$ cat config.mk
export PLATFORM = sky130hd
export DESIGN_NAME = regfile_write_scheduler_flat
export DESIGN_NICKNAME = d
export VERILOG_FILES = /design/src/rtl/regfile_wb_pkg.sv /design/src/rtl/regfile_write_scheduler_if.sv /design/src/rtl/wb_kill_fifo.sv /design/src/rtl/regfile_write_scheduler.sv /design/src/flat_wrapper.sv
export SDC_FILE = /design/constraint.sdc
export NUM_CORES = 1
export LEC_CHECK = 0
export ABC_AREA = 1
export CAP_MARGIN = 25
export CORE_MARGIN = 10
export CORE_UTILIZATION = 48
export DETAILED_ROUTE_END_ITERATION = 10
export HOLD_SLACK_MARGIN = 0.05
export PLACE_DENSITY = 0.77
export SYNTH_ARGS = -nofsm -noshare
export SYNTH_HDL_FRONTEND = slang
export SYNTH_SLANG_ARGS = --single-unit
$ cat constraint.sdc
create_clock -name clock -period 2.6 [get_ports clock]
set_clock_uncertainty 0.15 [all_clocks]
set_input_delay 0.39 -clock clock [delete_from_list [all_inputs] [get_ports clock]]
set_output_delay 0.39 -clock clock [all_outputs]
set_load 0.02 [all_outputs]
$ cat src/rtl/regfile_wb_pkg.sv
// Shared widths, the zero-register index and the mult/div queue entry type
// for the register-file write scheduler.
package regfile_wb_pkg;

  localparam int unsigned DATA_W = 32;
  localparam int unsigned REG_W  = 5;
  localparam logic [REG_W-1:0] ZERO_REG = REG_W'(0);

  typedef struct packed {
    logic              valid;
    logic [REG_W-1:0]  rd;
    logic [DATA_W-1:0] data;
  } wb_entry_t;

endpackage

$ cat src/rtl/regfile_write_scheduler_if.sv
// Producer handshakes, regfile write port and forwarding lookup bundle.
interface regfile_write_scheduler_if;
  import regfile_wb_pkg::*;

  logic              alu_valid;
  logic              alu_ready;
  logic [REG_W-1:0]  alu_rd;
  logic [DATA_W-1:0] alu_data;
  logic              md_valid;
  logic              md_ready;
  logic [REG_W-1:0]  md_rd;
  logic [DATA_W-1:0] md_data;
  logic              ctrl_writeEnable;
  logic [REG_W-1:0]  ctrl_writeReg;
  logic [DATA_W-1:0] data_writeReg;
  logic [REG_W-1:0]  lookup_reg;
  logic              lookup_hit;
  logic [DATA_W-1:0] lookup_data;

  modport master (
    output alu_valid, alu_rd, alu_data, md_valid, md_rd, md_data, lookup_reg,
    input  alu_ready, md_ready, ctrl_writeEnable, ctrl_writeReg, data_writeReg,
           lookup_hit, lookup_data
  );

  modport slave (
    input  alu_valid, alu_rd, alu_data, md_valid, md_rd, md_data, lookup_reg,
    output alu_ready, md_ready, ctrl_writeEnable, ctrl_writeReg, data_writeReg,
           lookup_hit, lookup_data
  );
endinterface

$ cat src/rtl/wb_kill_fifo.sv
// In-order mult/div result queue with kill-by-rd; age-ordered read-out is
// built only when REGFILE_WB_LOOKUP_EN is defined.
module wb_kill_fifo
  import regfile_wb_pkg::*;
#(
  parameter  int unsigned DEPTH = 4,
  localparam int unsigned PTR_W = $clog2(DEPTH),
  localparam int unsigned CNT_W = $clog2(DEPTH + 1)
) (
  input  logic             clock,
  input  logic             ctrl_reset,
  input  logic             push_i,
  input  wb_entry_t        push_entry_i,
  input  logic             pop_i,
  input  logic             kill_i,
  input  logic [REG_W-1:0] kill_rd_i,
  output wb_entry_t        head_o,
  output logic             full_o,
  output logic             empty_o
`ifdef REGFILE_WB_LOOKUP_EN
  ,
  output wb_entry_t        age_o [DEPTH]
`endif
);

  wb_entry_t        mem_q [DEPTH];
  wb_entry_t        mem_d [DEPTH];
  logic [PTR_W-1:0] wr_ptr_q, wr_ptr_d;
  logic [PTR_W-1:0] rd_ptr_q, rd_ptr_d;
  logic [CNT_W-1:0] count_q, count_d;
  wb_entry_t        entry_in;

  assign head_o  = mem_q[rd_ptr_q];
  assign full_o  = (count_q == CNT_W'(DEPTH));
  assign empty_o = (count_q == CNT_W'(0));

  // Popped slots are invalidated so stale data can never match a lookup.
  always_comb begin
    mem_d    = mem_q;
    wr_ptr_d = wr_ptr_q;
    rd_ptr_d = rd_ptr_q;
    count_d  = count_q;
    entry_in = push_entry_i;
    for (int i = 0; i < DEPTH; i++) begin
      if (kill_i && (mem_q[i].rd == kill_rd_i)) mem_d[i].valid = 1'b0;
    end
    if (kill_i && (push_entry_i.rd == kill_rd_i)) entry_in.valid = 1'b0;
    if (pop_i) begin
      mem_d[rd_ptr_q].valid = 1'b0;
      rd_ptr_d = rd_ptr_q + PTR_W'(1);
    end
    if (push_i) begin
      mem_d[wr_ptr_q] = entry_in;
      wr_ptr_d = wr_ptr_q + PTR_W'(1);
    end
    case ({push_i, pop_i})
      2'b10:   count_d = count_q + CNT_W'(1);
      2'b01:   count_d = count_q - CNT_W'(1);
      default: count_d = count_q;
    endcase
  end

  always_ff @(posedge clock) begin
    if (ctrl_reset) begin
      for (int i = 0; i < DEPTH; i++) mem_q[i] <= '0;
      wr_ptr_q <= '0;
      rd_ptr_q <= '0;
      count_q  <= '0;
    end else begin
      mem_q    <= mem_d;
      wr_ptr_q <= wr_ptr_d;
      rd_ptr_q <= rd_ptr_d;
      count_q  <= count_d;
    end
  end

`ifdef REGFILE_WB_LOOKUP_EN
  // Index 0 is the head (oldest), DEPTH-1 the youngest possible slot.
  always_comb begin
    for (int i = 0; i < DEPTH; i++) age_o[i] = mem_q[PTR_W'(rd_ptr_q + PTR_W'(i))];
  end
`endif

endmodule

$ cat src/rtl/regfile_write_scheduler.sv
// Merges ALU and mult/div results onto the regfile write port with WAW kill.
// Optional forwarding lookup enabled by REGFILE_WB_LOOKUP_EN.
module regfile_write_scheduler
  import regfile_wb_pkg::*;
#(
  parameter int unsigned DEPTH = 4
) (
  input logic                      clock,
  input logic                      ctrl_reset,
  regfile_write_scheduler_if.slave wb
);

  logic              we_q, we_d;
  logic [REG_W-1:0]  reg_q, reg_d;
  logic [DATA_W-1:0] data_q, data_d;
  logic              full, empty;
  logic              alu_wr, push, pop;
  wb_entry_t         head, push_entry;
`ifdef REGFILE_WB_LOOKUP_EN
  wb_entry_t         age [DEPTH];
`endif

  assign wb.alu_ready        = !full;
  assign wb.md_ready         = !full;
  assign wb.ctrl_writeEnable = we_q;
  assign wb.ctrl_writeReg    = reg_q;
  assign wb.data_writeReg    = data_q;

  // Write selection: full-queue drain, then ALU, then queue drain.
  always_comb begin
    alu_wr           = !ctrl_reset && wb.alu_valid && !full && (wb.alu_rd != ZERO_REG);
    push             = !ctrl_reset && wb.md_valid && !full && (wb.md_rd != ZERO_REG);
    pop              = !ctrl_reset && !empty && (full || !alu_wr);
    push_entry.valid = 1'b1;
    push_entry.rd    = wb.md_rd;
    push_entry.data  = wb.md_data;
    we_d             = 1'b0;
    reg_d            = '0;
    data_d           = '0;
    if (pop) begin
      we_d   = head.valid;
      reg_d  = head.rd;
      data_d = head.data;
    end else if (alu_wr) begin
      we_d   = 1'b1;
      reg_d  = wb.alu_rd;
      data_d = wb.alu_data;
    end
  end

  always_ff @(posedge clock) begin
    if (ctrl_reset) begin
      we_q   <= 1'b0;
      reg_q  <= '0;
      data_q <= '0;
    end else begin
      we_q   <= we_d;
      reg_q  <= reg_d;
      data_q <= data_d;
    end
  end

  wb_kill_fifo #(.DEPTH(DEPTH)) u_fifo (
    .clock        (clock),
    .ctrl_reset   (ctrl_reset),
    .push_i       (push),
    .push_entry_i (push_entry),
    .pop_i        (pop),
    .kill_i       (alu_wr),
    .kill_rd_i    (wb.alu_rd),
    .head_o       (head),
    .full_o       (full),
    .empty_o      (empty)
`ifdef REGFILE_WB_LOOKUP_EN
    ,
    .age_o        (age)
`endif
  );

`ifdef REGFILE_WB_LOOKUP_EN
  // Oldest first so later (younger) matches override: output stage, head..tail.
  always_comb begin
    wb.lookup_hit  = 1'b0;
    wb.lookup_data = '0;
    if (wb.lookup_reg != ZERO_REG) begin
      if (we_q && (reg_q == wb.lookup_reg)) begin
        wb.lookup_hit  = 1'b1;
        wb.lookup_data = data_q;
      end
      for (int i = 0; i < DEPTH; i++) begin
        if (age[i].valid && (age[i].rd == wb.lookup_reg)) begin
          wb.lookup_hit  = 1'b1;
          wb.lookup_data = age[i].data;
        end
      end
    end
  end
`else
  assign wb.lookup_hit  = 1'b0;
  assign wb.lookup_data = '0;
`endif

endmodule
$ cat src/flat_wrapper.sv
// flat-port wrapper written by rule: the top's interface ports become plain ports
module regfile_write_scheduler_flat import regfile_wb_pkg::*;
#(
  parameter int unsigned DEPTH = 4
)
  (clock, ctrl_reset, wb_alu_valid, wb_alu_rd, wb_alu_data, wb_md_valid, wb_md_rd, wb_md_data, wb_lookup_reg, wb_alu_ready, wb_md_ready, wb_ctrl_writeEnable, wb_ctrl_writeReg, wb_data_writeReg, wb_lookup_hit, wb_lookup_data);
  regfile_write_scheduler_if wb_i ();
  input logic clock;
  input logic ctrl_reset;
  input wire logic [$bits(wb_i.alu_valid)-1:0] wb_alu_valid;
  input wire logic [$bits(wb_i.alu_rd)-1:0] wb_alu_rd;
  input wire logic [$bits(wb_i.alu_data)-1:0] wb_alu_data;
  input wire logic [$bits(wb_i.md_valid)-1:0] wb_md_valid;
  input wire logic [$bits(wb_i.md_rd)-1:0] wb_md_rd;
  input wire logic [$bits(wb_i.md_data)-1:0] wb_md_data;
  input wire logic [$bits(wb_i.lookup_reg)-1:0] wb_lookup_reg;
  output wire logic [$bits(wb_i.alu_ready)-1:0] wb_alu_ready;
  output wire logic [$bits(wb_i.md_ready)-1:0] wb_md_ready;
  output wire logic [$bits(wb_i.ctrl_writeEnable)-1:0] wb_ctrl_writeEnable;
  output wire logic [$bits(wb_i.ctrl_writeReg)-1:0] wb_ctrl_writeReg;
  output wire logic [$bits(wb_i.data_writeReg)-1:0] wb_data_writeReg;
  output wire logic [$bits(wb_i.lookup_hit)-1:0] wb_lookup_hit;
  output wire logic [$bits(wb_i.lookup_data)-1:0] wb_lookup_data;
  assign wb_i.alu_valid = wb_alu_valid;
  assign wb_i.alu_rd = wb_alu_rd;
  assign wb_i.alu_data = wb_alu_data;
  assign wb_i.md_valid = wb_md_valid;
  assign wb_i.md_rd = wb_md_rd;
  assign wb_i.md_data = wb_md_data;
  assign wb_i.lookup_reg = wb_lookup_reg;
  assign wb_alu_ready = wb_i.alu_ready;
  assign wb_md_ready = wb_i.md_ready;
  assign wb_ctrl_writeEnable = wb_i.ctrl_writeEnable;
  assign wb_ctrl_writeReg = wb_i.ctrl_writeReg;
  assign wb_data_writeReg = wb_i.data_writeReg;
  assign wb_lookup_hit = wb_i.lookup_hit;
  assign wb_lookup_data = wb_i.lookup_data;
  regfile_write_scheduler #(.DEPTH(DEPTH)) u_core (.clock(clock), .ctrl_reset(ctrl_reset), .wb(wb_i));
endmodule
==> results of run 1 <==
==> metrics by stage <==
stage	utilization (%)	cells	worst slack (ps)	area, µm²	TNS, ps
final	59.4	1487	363	10700	0
after detailed placement	55.8	1454	-229	10000	-1400
after CTS	59.2	1486	262	10600	0
after global routing	59.4	1487	196	10700	0
after floorplan	-	1180	118	8880	0
after global placement	55.8	1454	-180	10000	-787
==> power breakdown <==
group / switching, mW / leakage, nW / internal, mW
registers: 0.0866 / 1.60 / 3.17
clock network: 1.14 / 0.301 / 1.64
logic: 0.744 / 2.50 / 0.506
total: 1.97 / 4.41 / 5.31
==> area by class of cell <==
cell class              count  area (µm²)
inverters                  74         300
well taps                 229         287
clock inverters            12         174
fillers                  1630        7300
multi-input cells         793        3890
repair buffers            162        1620
flip-flops and latches    197        3950
clock buffers              20         447
==> state kept, by name, summed over array words and instances, names as in the netlist <==
register and cells:
u_core.wb.data_writeReg 32, u_core.wb.ctrl_writeEnable 1, u_core.u_fifo.wr_ptr_q 2, u_core.u_fifo.count_q 3, u_core.u_fifo.rd_ptr_q 2, u_core.u_fifo.mem_q 152
u_core.wb.ctrl_writeReg 5
==> cell families (layout without fill, tap and decap cells) <==
family	count (synthesis)	count (layout)	synth area share [%]
AO/OA/AOI/OAI	410	410	25.0
XOR/XNOR	15	15	1.50
adder cells (fa/ha/maj)	10	10	1.51
buffers and inverters	190	268	12.0
flip-flops	197	197	45.0
other	1	33	0.0428
AND/OR/NAND/NOR	325	325	14.9
==> per-layer routing <==
layer  wire length [µm]  up-vias
met5                 10        -
met4                478        2
met3               1820       37
met2              11100      291
met1              10200     3645
li1                   -     3912
==> critical path, cell delays in order, from the launching register on <==
cell and delay [ps]:
dfxtp_1 320, nor2_2 240, nand2_1 150, clkdlybuf4s50_1 560
==> synthesized netlist by cell type (all sizes together) <==
cell type  number
inv            73
o21ai         275
nand4           1
dfxtp         197
clkinv          1
conb            1
clkbuf         43
a21oi         101
fa              1
nand2          47
ha              9
xor2            9
nor2          258
xnor2           6
o22ai           2
nand3          19
a22o           32
buf            73
==> worst paths after layout <==
kind	from	endpoint	depth (start not counted)
max	u_core.u_fifo.count_q[0]	wb_md_ready	3
min	u_core.u_fifo.mem_q[102]	u_core.u_fifo.mem_q[102]	2
max reg2reg	u_core.u_fifo.count_q[0]	u_core.u_fifo.count_q[2]	12
min reg2reg	u_core.u_fifo.mem_q[102]	u_core.u_fifo.mem_q[102]	2
==> results.md, run 1 <==
* Status: completed
* Clock sinks at approximately 200
* Worst-path clk slew at roughly 70 ps
* Vias in the first global route at 7407
* Met2 layer usage reported by global route at 31.1%
* Yosys warning total at 0
* Most common cell after layout, fill and taps aside: nor2_1
* Mean routed wirelength per cell at roughly 16 µm
* Critical path class: reg2out
* Vias post-DR at 7887
* CTS Buf Count at 17
* Layout cells sized above 1 at 7.55%
* CTS tree: done
* Fin nets at about 1300
* Area share of the largest cell type after synthesis at roughly 45%
* Synth Cell Area at 8760 µm²
* First-pass GRT wire length at ~38 mm
* Slew Viols, Final at 0
* Worst-margin pin slew at between 500 and 600 ps
* Postcts setup bufs at 0
* CP endpoint kind: primary output
* 1st-pass router iterations at 5
* Initial Util at between 40% and 50%
* Fmax achieved at around 0.45 GHz
* Antenna viol nets, final at 0
* Leak pwr at 4.41 nW
* Top Usage Layer GRT: met2
* Die H at 155 µm
* Initial DRC count at between 600 and 700
* Ports at ~160
* Sequential fraction of the synthesis area at 45.0%
* VDD IR max at between 0.4 and 0.5 mV
* CTS Root Cell: clkbuf_16
* Hpwl dp at around 15 mm
* Area leader, netlist: dfxtp_1
* Arr. time, crit path at around 1700 ps
* IO Port Bufs at 117
* Hold Crit Class: reg2reg
* DR vias/cell at ~5.3
* Die width at ~160 µm
* Max Fanout on Critical Path at 4
* Tmin final at between 2000 and 2500 ps
* Drt drc at 0
* Pin count of the biggest net entering global routing at 154
* Ant diodes at 0
* Post-synthesis cell type count at 31
* CTS Hold Bufs at 0
* CTS H-tree lvls at 4
* GRT Resource Usage Total at 18.9%
* Worst-Skew Late Latency at 430 ps
* Core area at between 15000 and 20000 µm²
* Hold Violations, Final at 0
* GRT overflow at 0
* RSZ-0062 raised after global routing: no
* Worst R2R Setup Slack at 430 ps
* Max-Cap Viols at 0
* Endpoints failing setup at 0
* Final period util at a little under nine tenths
* CTS resizes at 0
* # rows at ~50
* Most frequent cells in the layout: nor2_1 (256), o21ai_0 (255), dfxtp_1 (195), clkdlybuf4s50_1 (117), a21oi_1 (98)
* Minimum hold slack at around 300 ps
* GR met1 Demand/Resource at ~23%
* Syn Inst Count at around 1100
* Routability-driven placement congestion ratio at around 0.87
* Rel. slew slack at 60.9%
* M3 GR Usage at approximately 5.5%
* PwrDens at 683 nW/µm²
* Tot Pwr at 7.29 mW
* Main area contributors after synthesis: dfxtp_1 (45%), o21ai_0 (15%), nor2_1 (11%)
* CTS max path bufs at 2
* Die area at around 24000 µm²
* Initial antenna violation count at 1
* Drt total wl at roughly 24 mm
* Worst EP required at ~2100 ps
* Area Growth Syn to Fin at 21.8%
* Avg Cell Area, Syn at about 7.6 µm²
* Seq cells post-synth at around 200
* Startpoint type of the worst setup path: flop
Note: power is estimated with default switching activity, not from simulation.
==> inputs of run 2 (changes only) <==
--- a/config.mk
+++ b/config.mk
@@ -12,6 +12,7 @@
 export DETAILED_ROUTE_END_ITERATION = 10
 export HOLD_SLACK_MARGIN = 0.05
 export PLACE_DENSITY = 0.77
+export SETUP_SLACK_MARGIN = 0.15
 export SYNTH_ARGS = -nofsm -noshare
 export SYNTH_HDL_FRONTEND = slang
 export SYNTH_SLANG_ARGS = --single-unit
==> constraint.sdc (replaced) <==
create_clock -name clock -period 2.6 [get_ports clock]
set_clock_uncertainty 0.15 [all_clocks]
set_input_delay 0.26 -clock clock [delete_from_list [all_inputs] [get_ports clock]]
set_output_delay 0.26 -clock clock [all_outputs]
set_load 0.02 [all_outputs]
==> results.md, run 2 (same netlist as run 1, synthesis figures left out) <==
* Seq pwr share at 45.1% (+0.4 points)
* Initial antenna violation count at 1 (unchanged)
* Hold Violations, Final at 0 (unchanged)
* Postcts setup bufs at 0 (unchanged)
* Status: completed
* CTS Root Cell: clkbuf_16
* # rows at 49 (unchanged)
* Startpoint type of the worst setup path: flop
* DR vias/cell at 5.28 (-0.48%)
* CTS tree: done
* CTS Hold Bufs at 0 (unchanged)
* Most frequent cells in the layout: nor2_1 (256), o21ai_0 (255), dfxtp_1 (195), clkdlybuf4s50_1 (117), a21oi_1 (98)
* Drt drc at 0 (unchanged)
* Core area at 18000 µm² (unchanged)
* Die width at 155 µm (unchanged)
* Most flop-heavy register: u_core.u_fifo.mem_q
* GRT Resource Usage Total at 19.0% (+0.070 points)
* CP startpoint: u_core.u_fifo.count_q[0]
* Minimum hold slack at 262 ps (-43.0 ps)
* Hold Crit Class: in2reg
* Die area at 24100 µm² (unchanged)
* Drt total wl at 23.5 mm (-0.18%)
* CTS resizes at 0 (unchanged)
* Antenna viol nets, final at 0 (unchanged)
* Worst-Skew Late Latency at 440 ps (about the same)
* Most common cell after layout, fill and taps aside: nor2_1
* Clock sinks at 197 (unchanged)
* Ant diodes at 0 (unchanged)
* DR WL met3 at 1.95 mm (+7.3%)
* Max Fanout on Critical Path at 4 (unchanged)
* Leak pwr at 4.34 nW (-1.5%)
* Uppermost layer routed: met5
* Final period util at 85.8% (-0.27 points)
* RR Endpoint: u_core.u_fifo.count_q[2]
* Critical path class: reg2reg
* Arr. time, crit path at 2410 ps (+710 ps)
* Max-Cap Viols at 0 (unchanged)
* Worst setup path end: u_core.u_fifo.count_q[2]
* Vias in the first global route at 7477 (+0.95%)
* CTS H-tree lvls at 4 (unchanged)
* RSZ-0062 raised after global routing: no
* Vias post-DR at 7791 (-1.2%)
* Worst-margin pin slew at 564 ps (-20.0 ps)
* Hpwl dp at 14.4 mm (-3.7%)
* Sw Share at 27.9% (+0.82 points)
* Worst r2r src: u_core.u_fifo.count_q[0]
* Area Growth Syn to Fin at 20.3%
* Worst-path clk slew at 70 ps (about the same)
* P_sw at 2.01 mW (+1.7%)
* Tot Pwr at 7.19 mW (-1.3%)
* Initial DRC count at 804 (+18%)
* Layout cells sized above 1 at 6.82% (-0.74 points)
* Int Power at 5.19 mW (-2.4%)
* Fin util at 58.7% (-0.70 points)
* Initial Util at 48.8% (unchanged)
* Combinational share of power at 17.3% (about the same)
* Endpoints failing setup at 0 (unchanged)
* Sum of negative setup slack at 0 ps (unchanged)
* Max FFs per register at 152 (unchanged)
* IO Port Bufs at 117 (unchanged)
* CTS max path bufs at 2 (unchanged)
* Register-to-Register Path Depth at 12 (unchanged)
* Mean routed wirelength per cell at 15.9 µm (+0.57%)
* Slew Viols, Final at 0 (unchanged)
* CTS Buf Count at 17 (unchanged)
* Tmin final at 2230 ps (-6.97 ps)
* PwrDens at 682 nW/µm² (about the same)
* Worst EP required at 2780 ps (+720 ps)
* 1st-pass router iterations at 6 (+1)
* M1 WL at 10.2 mm (-0.11%)
* Pin count of the biggest net entering global routing at 154 (unchanged)
* Clock share of power at 37.7% (-0.5 points)
* Die H at 155 µm (unchanged)
* First-pass GRT wire length at 37.9 mm (+0.88%)
* VDD IR max at 0.487 mV (+0.34%)
* Rel. slew slack at 62.4% (+1.4 points)
* GRT overflow at 0 (unchanged)
* Ports at 156 (unchanged)
* Worst R2R Setup Slack at 370 ps (-60 ps)
* Routability-driven placement congestion ratio at 0.862 (-1.2%)
* Fmax achieved at 0.448 GHz (+0.31%)
* Fin nets at 1328 (-0.75%)
* Met2 wire length at 11.0 mm (-0.33%)
* CP endpoint kind: flop
[run 2: cell count changes in the layout (fill, tap and decap cells not counted), sizes merged]
cell	change
inv	+2
bufinv	-1
buf	-10
clkinv	+1
clkinvlp	-1
clkbuf	-2
[run 2: worst min path at each step]
stage                             startpoint                         end  slack [ps]  cells after the start
detailed placement  u_core.u_fifo.mem_q[101]    u_core.u_fifo.mem_q[101]         290                      2
CTS                           wb_alu_data[9]  u_core.wb.data_writeReg[9]         260                      2
floorplan                     wb_alu_data[0]  u_core.wb.data_writeReg[0]         240                      1
finish                        wb_alu_data[9]  u_core.wb.data_writeReg[9]         260                      2
global route                  wb_alu_data[7]  u_core.wb.data_writeReg[7]         260                      2
global placement     u_core.u_fifo.mem_q[78]     u_core.u_fifo.mem_q[78]         290                      2
[run 2: per-stage QoR]
stage | cells | worst slack (ps) | area, µm²
2_1_floorplan | 1180 | 248 | 8880
3_3_place_gp | 1444 | -25.9 | 9920
3_5_place_dp | 1444 | -105 | 9920
4_1_cts | 1475 | 260 | 10500
5_1_grt | 1476 | 185 | 10500
6_report | 1476 | 370 | 10500
[run 2: cell type report]
type	count	area [µm²]
Clock inverter	13	173
Fill cell	1620	7420
Inverter	74	300
Timing Repair Buffer	152	1510
Sequential cell	197	3950
Multi-Input combinational cell	793	3890
Clock buffer	18	429
Tap cell	229	287
[run 2: metal layers]
layer	GRT usage, %	vias to the layer above
met5	0	-
met4	6.70	2
met3	5.29	29
met2	30.6	307
met1	23.7	3555
li1	-	3898
[run 2: worst max-delay path, cell delays in order, from the launching register on]
cell and delay, ps:
dfxtp_1 320, nor2_2 250, a21oi_1 100, nand2_1 100, nand2_1 80, inv_2 60
ha_1 140, inv_1 70, fa_1 380, a21oi_1 150, o21ai_0 120, o21ai_0 150
a21oi_1 50
[run 2: power by group through the flow]
stage	clock (mW)	combinational [mW]	sequential (mW)
floorplan	0	0.758	3.34
global placement	0	1.21	3.30
detailed placement	0	1.22	3.31
CTS	2.74	1.23	3.24
global route	2.86	1.37	3.26
finish	2.71	1.24	3.24
==> inputs of run 3 (changes only) <==
--- a/config.mk
+++ b/config.mk
@@ -7,11 +7,11 @@
 export LEC_CHECK = 0
 export ABC_AREA = 1
 export CAP_MARGIN = 25
-export CORE_MARGIN = 10
-export CORE_UTILIZATION = 48
+export CORE_MARGIN = 1.5
+export CORE_UTILIZATION = 52
 export DETAILED_ROUTE_END_ITERATION = 10
 export HOLD_SLACK_MARGIN = 0.05
-export PLACE_DENSITY = 0.77
+export PLACE_DENSITY = 0.79
 export SETUP_SLACK_MARGIN = 0.15
 export SYNTH_ARGS = -nofsm -noshare
 export SYNTH_HDL_FRONTEND = slang
==> constraint.sdc (replaced) <==
create_clock -name clock -period 2.5 [get_ports clock]
set_clock_uncertainty 0.15 [all_clocks]
set_input_delay 0.25 -clock clock [delete_from_list [all_inputs] [get_ports clock]]
set_output_delay 0.25 -clock clock [all_outputs]
set_load 0.02 [all_outputs]
==> results.md, run 3 (same netlist as run 1, synthesis figures left out) <==
* Worst path max stage delay at 430 ps (+50 ps)
* Cell Area, Placed at 9910 µm² (about the same)
* Fin area at 10500 µm² (-0.25%)
* VDD IR max at 0.556 mV (+14%)
* Rel. slew slack at 63.1% (+0.74 points)
* Post-Layout Cell Count at 1465 (-0.75%)
* Vias post-DR at 7958 (+2.1%)
* Antenna viol nets, final at 0 (unchanged)
* Reg area at 3950 µm² (unchanged)
* Initial DRC count at 808 (+0.50%)
* CTS Root Cell: clkbuf_16
* Filler cell count at 1432 (-12%)
* Tot Pwr at 7.45 mW (+3.6%)
* Drt total wl at 22.1 mm (-5.9%)
* Slew Viols, Final at 0 (unchanged)
* PwrDens at 709 nW/µm² (+3.9%)
* Routability-driven placement congestion ratio at 0.860 (-0.21%)
* Placed Cells at 1434 (-0.69%)
* Startpoint type of the worst setup path: flop
* 1st-pass router iterations at 5 (-1)
* IO Port Bufs at 117 (unchanged)
* Status: completed
* GRT overflow at 0 (unchanged)
* Hold Crit Class: in2reg
* Worst EP required at 2670 ps (-110 ps)
* Worst setup margin at 352 ps (-18.2 ps)
* Hpwl dp at 12.7 mm (-12%)
* Area Growth Syn to Fin at 20.0%
* Fin util at 63.6% (+4.9 points)
* DR vias/cell at 5.43 (+2.9%)
* Ant diodes at 0 (unchanged)
* Clock sinks at 197 (unchanged)
* RSZ-0062 raised after global routing: no
* Crit-path slowest cell: dfxtp_1
* Max FFs per register at 152 (unchanged)
* Dpl ws at -61.9 ps (+43.5 ps)
* Ports at 156 (unchanged)
* Core area at 16500 µm² (-8.0%)
* Pin count of the biggest net entering global routing at 154 (unchanged)
* Worst-path clk slew at 70 ps (about the same)
* Max-Cap Viols at 0 (unchanged)
* Most flop-heavy register: u_core.u_fifo.mem_q
* Critical path cell sequence: inv_1, a21oi_2, nand2_1, inv_2, ha_1, inv_1, fa_1, a21oi_1, o21ai_0, o21ai_0, a21oi_1
* Sum of negative setup slack at 0 ps (unchanged)
* Die width at 133 µm (-14%)
* CP endpoint kind: flop
* Fin nets at 1326 (-0.15%)
* First-pass GRT wire length at 35.6 mm (-6.0%)
* Layout cells sized above 1 at 6.59% (-0.23 points)
* Fmax achieved at 0.466 GHz (+3.8%)
* Initial antenna violation count at 0 (-1)
* Leak pwr at 4.33 nW (-0.32%)
* CTS tree: done
* Mean routed wirelength per cell at 15.1 µm (-5.2%)
* Worst-Skew Late Latency at 440 ps (about the same)
* Critical path class: reg2reg
* Die H at 133 µm (-14%)
* Worst-margin pin slew at 553 ps (-11.2 ps)
* Drt drc at 0 (unchanged)
* Endpoints failing setup at 0 (unchanged)
* GRT Resource Usage Total at 25.0% (+6.1 points)
* Most common cell after layout, fill and taps aside: nor2_1
* CTS max path bufs at 2 (unchanged)
* Multi-input logic area at 3900 µm² (+0.13%)
* Final period util at 85.9% (+0.16 points)
* CTS Buf Count at 17 (unchanged)
* Tmin final at 2150 ps (-81.8 ps)
* Vias in the first global route at 7242 (-3.1%)
* Max Fanout on Critical Path at 4 (unchanged)
* Most frequent cells in the layout: nor2_1 (256), o21ai_0 (255), dfxtp_1 (195), clkdlybuf4s50_1 (117), a21oi_1 (98)
* Minimum hold slack at 258 ps (-3.49 ps)
* Initial Util at 53.0% (+4.2 points)
* Die area at 17600 µm² (-27%)
* CTS H-tree lvls at 4 (unchanged)
* Hold Violations, Final at 0 (unchanged)
* Arr. time, crit path at 2320 ps (-90 ps)
* # rows at 47 (-4.1%)
==> run 3: worst paths after layout <==
kind / start / slack [ps] / end / cells after the start
setup / recovery: u_core.u_fifo.count_q[2] / 350 / u_core.u_fifo.count_q[2] / 11
hold / removal: wb_alu_data[4] / 260 / u_core.wb.data_writeReg[4] / 2
setup reg to reg: u_core.u_fifo.count_q[2] / 350 / u_core.u_fifo.count_q[2] / 11
hold reg to reg: u_core.u_fifo.mem_q[92] / 310 / u_core.u_fifo.mem_q[92] / 2
==> run 3: layout make-up <==
cell class / instances / share of cell area, %
Clock buffer: 20 / 4.25
Tap cell: 220 / 2.62
Clock inverter: 11 / 1.43
Multi-Input combinational cell: 793 / 37.1
Timing Repair Buffer: 150 / 14.2
Sequential cell: 197 / 37.6
Inverter: 74 / 2.86
==> run 3: critical path, delay by kind of cell (launching register included) <==
kind                     cells  cell delay, ps
buffers and inverters        3             240
AND/OR/NAND/NOR              1             100
AO/OA/AOI/OAI                5             610
adder cells (fa/ha/maj)      2             510
flip-flops                   1             430
==> run 3: routing by layer <==
metal	GRT usage (%)	vias to the layer above	wire [µm]
met2	41.3	385	10500
met4	9.71	0	575
met5	0	-	0
li1	-	3889	-
met1	32.3	3633	9320
met3	5.02	51	1790
==> run 3: timing repair <==
item | CTS | global route
setup buffers | 0 | 0
hold buffers | 0 | 0
endpoints found under the setup margin | 0 | 1
resized for setup | 0 | 1
==> run 3: where the power goes <==
group / leakage [nW] / switching (mW) / total (mW) / internal [mW]
sequential: 1.60 / 0.0904 / 3.39 / 3.30
clock: 0.287 / 1.19 / 2.79 / 1.60
combinational: 2.43 / 0.763 / 1.27 / 0.511
==> RTL change (settings of run 3) <==
Change the package constant `DATA_W` from 32 to 16.
--- a/src/rtl/regfile_wb_pkg.sv
+++ b/src/rtl/regfile_wb_pkg.sv
@@ -3,5 +3,5 @@
 package regfile_wb_pkg;
 
-  localparam int unsigned DATA_W = 32;
+  localparam int unsigned DATA_W = 16;
   localparam int unsigned REG_W  = 5;
   localparam logic [REG_W-1:0] ZERO_REG = REG_W'(0);
Interface: changed (resized wb_alu_data, wb_data_writeReg, wb_lookup_data and wb_md_data); port bits go from 156 to 92. No check against the original RTL was run, so the function may have changed too.
==> RTL change against run 3 <==
  * Global-route usage grew 2.0 points
  * Setup slack lost 18 ps
  * Final area down 34%
  * Sequential cell count decreased by 80
  * Sequential power fell by 40%
  * Synthesized area decreased by 38%
  * Via count fell by 34%
  * Utilization rose by 3.8 points
  * Largest power group is now the clock network
  * Total power fell by 25%
  * Combinational power shrank 12%
  * Die area decreased by 37%
  * Wire length is 34% lower
==> RTL change: results (changes against run 3) <==
[setup_path]
slowest_stage = fa_2
arrival_ps = 2410  ; +90 ps
reg2reg_depth = 14  ; +3
cpPeakStageDelay_ps = 360  ; -70 ps
reg2reg_from = u_core.u_fifo.count_q[0]

[logic_synthesis]
synthAdderAreaFrac = 0.0244  ; +0.00928
ys_types = 30  ; -3.2%
synth_compound_area_frac = 0.271  ; +0.0208
synthXorXnorAreaFrac = 0.0145  ; -0.000482
ys_seq_area_frac = 0.431  ; -0.0189
ys_top_cells_by_count = o21ai_0 (140), a21oi_1 (117), dfxtp_1 (117)

[grt]
grt_pass1_wl_um = 23900  ; -33%
grt_pass1_vias = 5080  ; -30%

[final_layout]
nets = 873  ; -34%
drive_above_1_share = 0.105  ; +0.0396
largest_reg_flops = 88  ; -42%

[outcome]
status = completed

[placed_design]
dp_cells = 928  ; -35%
port-buffer-count = 69  ; -41%
routabilityCongestion = 0.915  ; +6.4%

[detailed_routing]
wl_per_cell_um = 15.1  ; +0.25%
vias = 5273  ; -34%
wirelength_um = 14600  ; -34%

[timing]
fin_crit_ps = 2170  ; +17.8 ps
tightest_slew_ps = 745  ; +192 ps

[pwr]
peakVddDrop_v = 0.000472  ; -15%

[floorplanning]
rows = 37  ; -21%

[clock_tree]
clk_latency_ps = 510  ; +70 ps
root_buffer = clkbuf_8

-- RTL change: cell count changes in the layout (fill, tap and decap cells not counted), moves of 6 or more --
cell             change
a22o_1              -31
nand2_1             +11
a21o_1              +15
clkdlybuf4s50_1     -48
inv_1                +7
o21ai_1             -12
nor2_1             -167
buf_4                +6
o21ai_0            -117
a21oi_1             +18
dfxtp_1             -79
conb_1              -16
-- RTL change: layout make-up --
class	instances	area [sq um]
Timing Repair Buffer	104	978
Inverter	78	299
Tap cell	136	170
Multi-Input combinational cell	494	2500
Clock buffer	18	428
Sequential cell	117	2340
Clock inverter	14	175
Fill cell	817	3340
-- RTL change: stage by stage --
step / setup TNS (ps) / util
CTS: 0 / 0.672
detailed placement: -103 / 0.613
global route: 0 / 0.674
global placement: -43.5 / 0.613
finish: 0 / 0.674
floorplan: 0 / -
-- RTL change: power by group --
part           total, mW  switching, mW  internal, mW  leakage, nW
logic               1.12          0.682         0.436         1.66
clock network       2.45          0.895          1.55        0.288
registers           2.04         0.0540          1.98        0.953
-- RTL change: how the worst min path moves through the flow --
stage	startpoint	end	slack (ps)
2_1_floorplan	wb_alu_data[0]	u_core.wb.data_writeReg[0]	210
3_3_place_gp	u_core.u_fifo.mem_q[52]	u_core.u_fifo.mem_q[52]	290
3_5_place_dp	u_core.u_fifo.mem_q[49]	u_core.u_fifo.mem_q[49]	290
4_1_cts	wb_alu_data[13]	u_core.wb.data_writeReg[13]	160
5_1_grt	wb_alu_data[6]	u_core.wb.data_writeReg[6]	150
6_report	wb_alu_data[12]	u_core.wb.data_writeReg[12]	160
-- RTL change: what timing repair did --
item | CTS | global route
setup endpoints to repair | 0 | 1
resized for setup | 0 | 5
endpoints found under the hold margin | 0 | 0
buffers inserted | 0 | 1
-- RTL change: cell families (layout without fill, tap and decap cells) --
logic type | count (synthesis) | count (layout)
AO/OA/AOI/OAI | 283 | 283
AND/OR/NAND/NOR | 175 | 175
buffers and inverters | 143 | 214
flip-flops | 117 | 117
adder cells (fa/ha/maj) | 10 | 10
XOR/XNOR | 9 | 9
other | 1 | 17
-- RTL change: worst max-delay path: cells and delay by family (launching register included) --
kind / cells / cell delay (ps)
adders and majority gates: 2 / 510
DFF: 1 / 330
AOI/OAI and AO/OA: 4 / 410
and+or+nand+nor: 5 / 450
buffers and inverters: 3 / 200
-- RTL change: routing by layer --
metal	vias to the layer above	track usage	wire, um
met4	0	0.110	293
met3	34	0.0674	1110
li1	2539	-	-
met1	2440	0.333	6040
met5	-	0	0
met2	260	0.453	7110
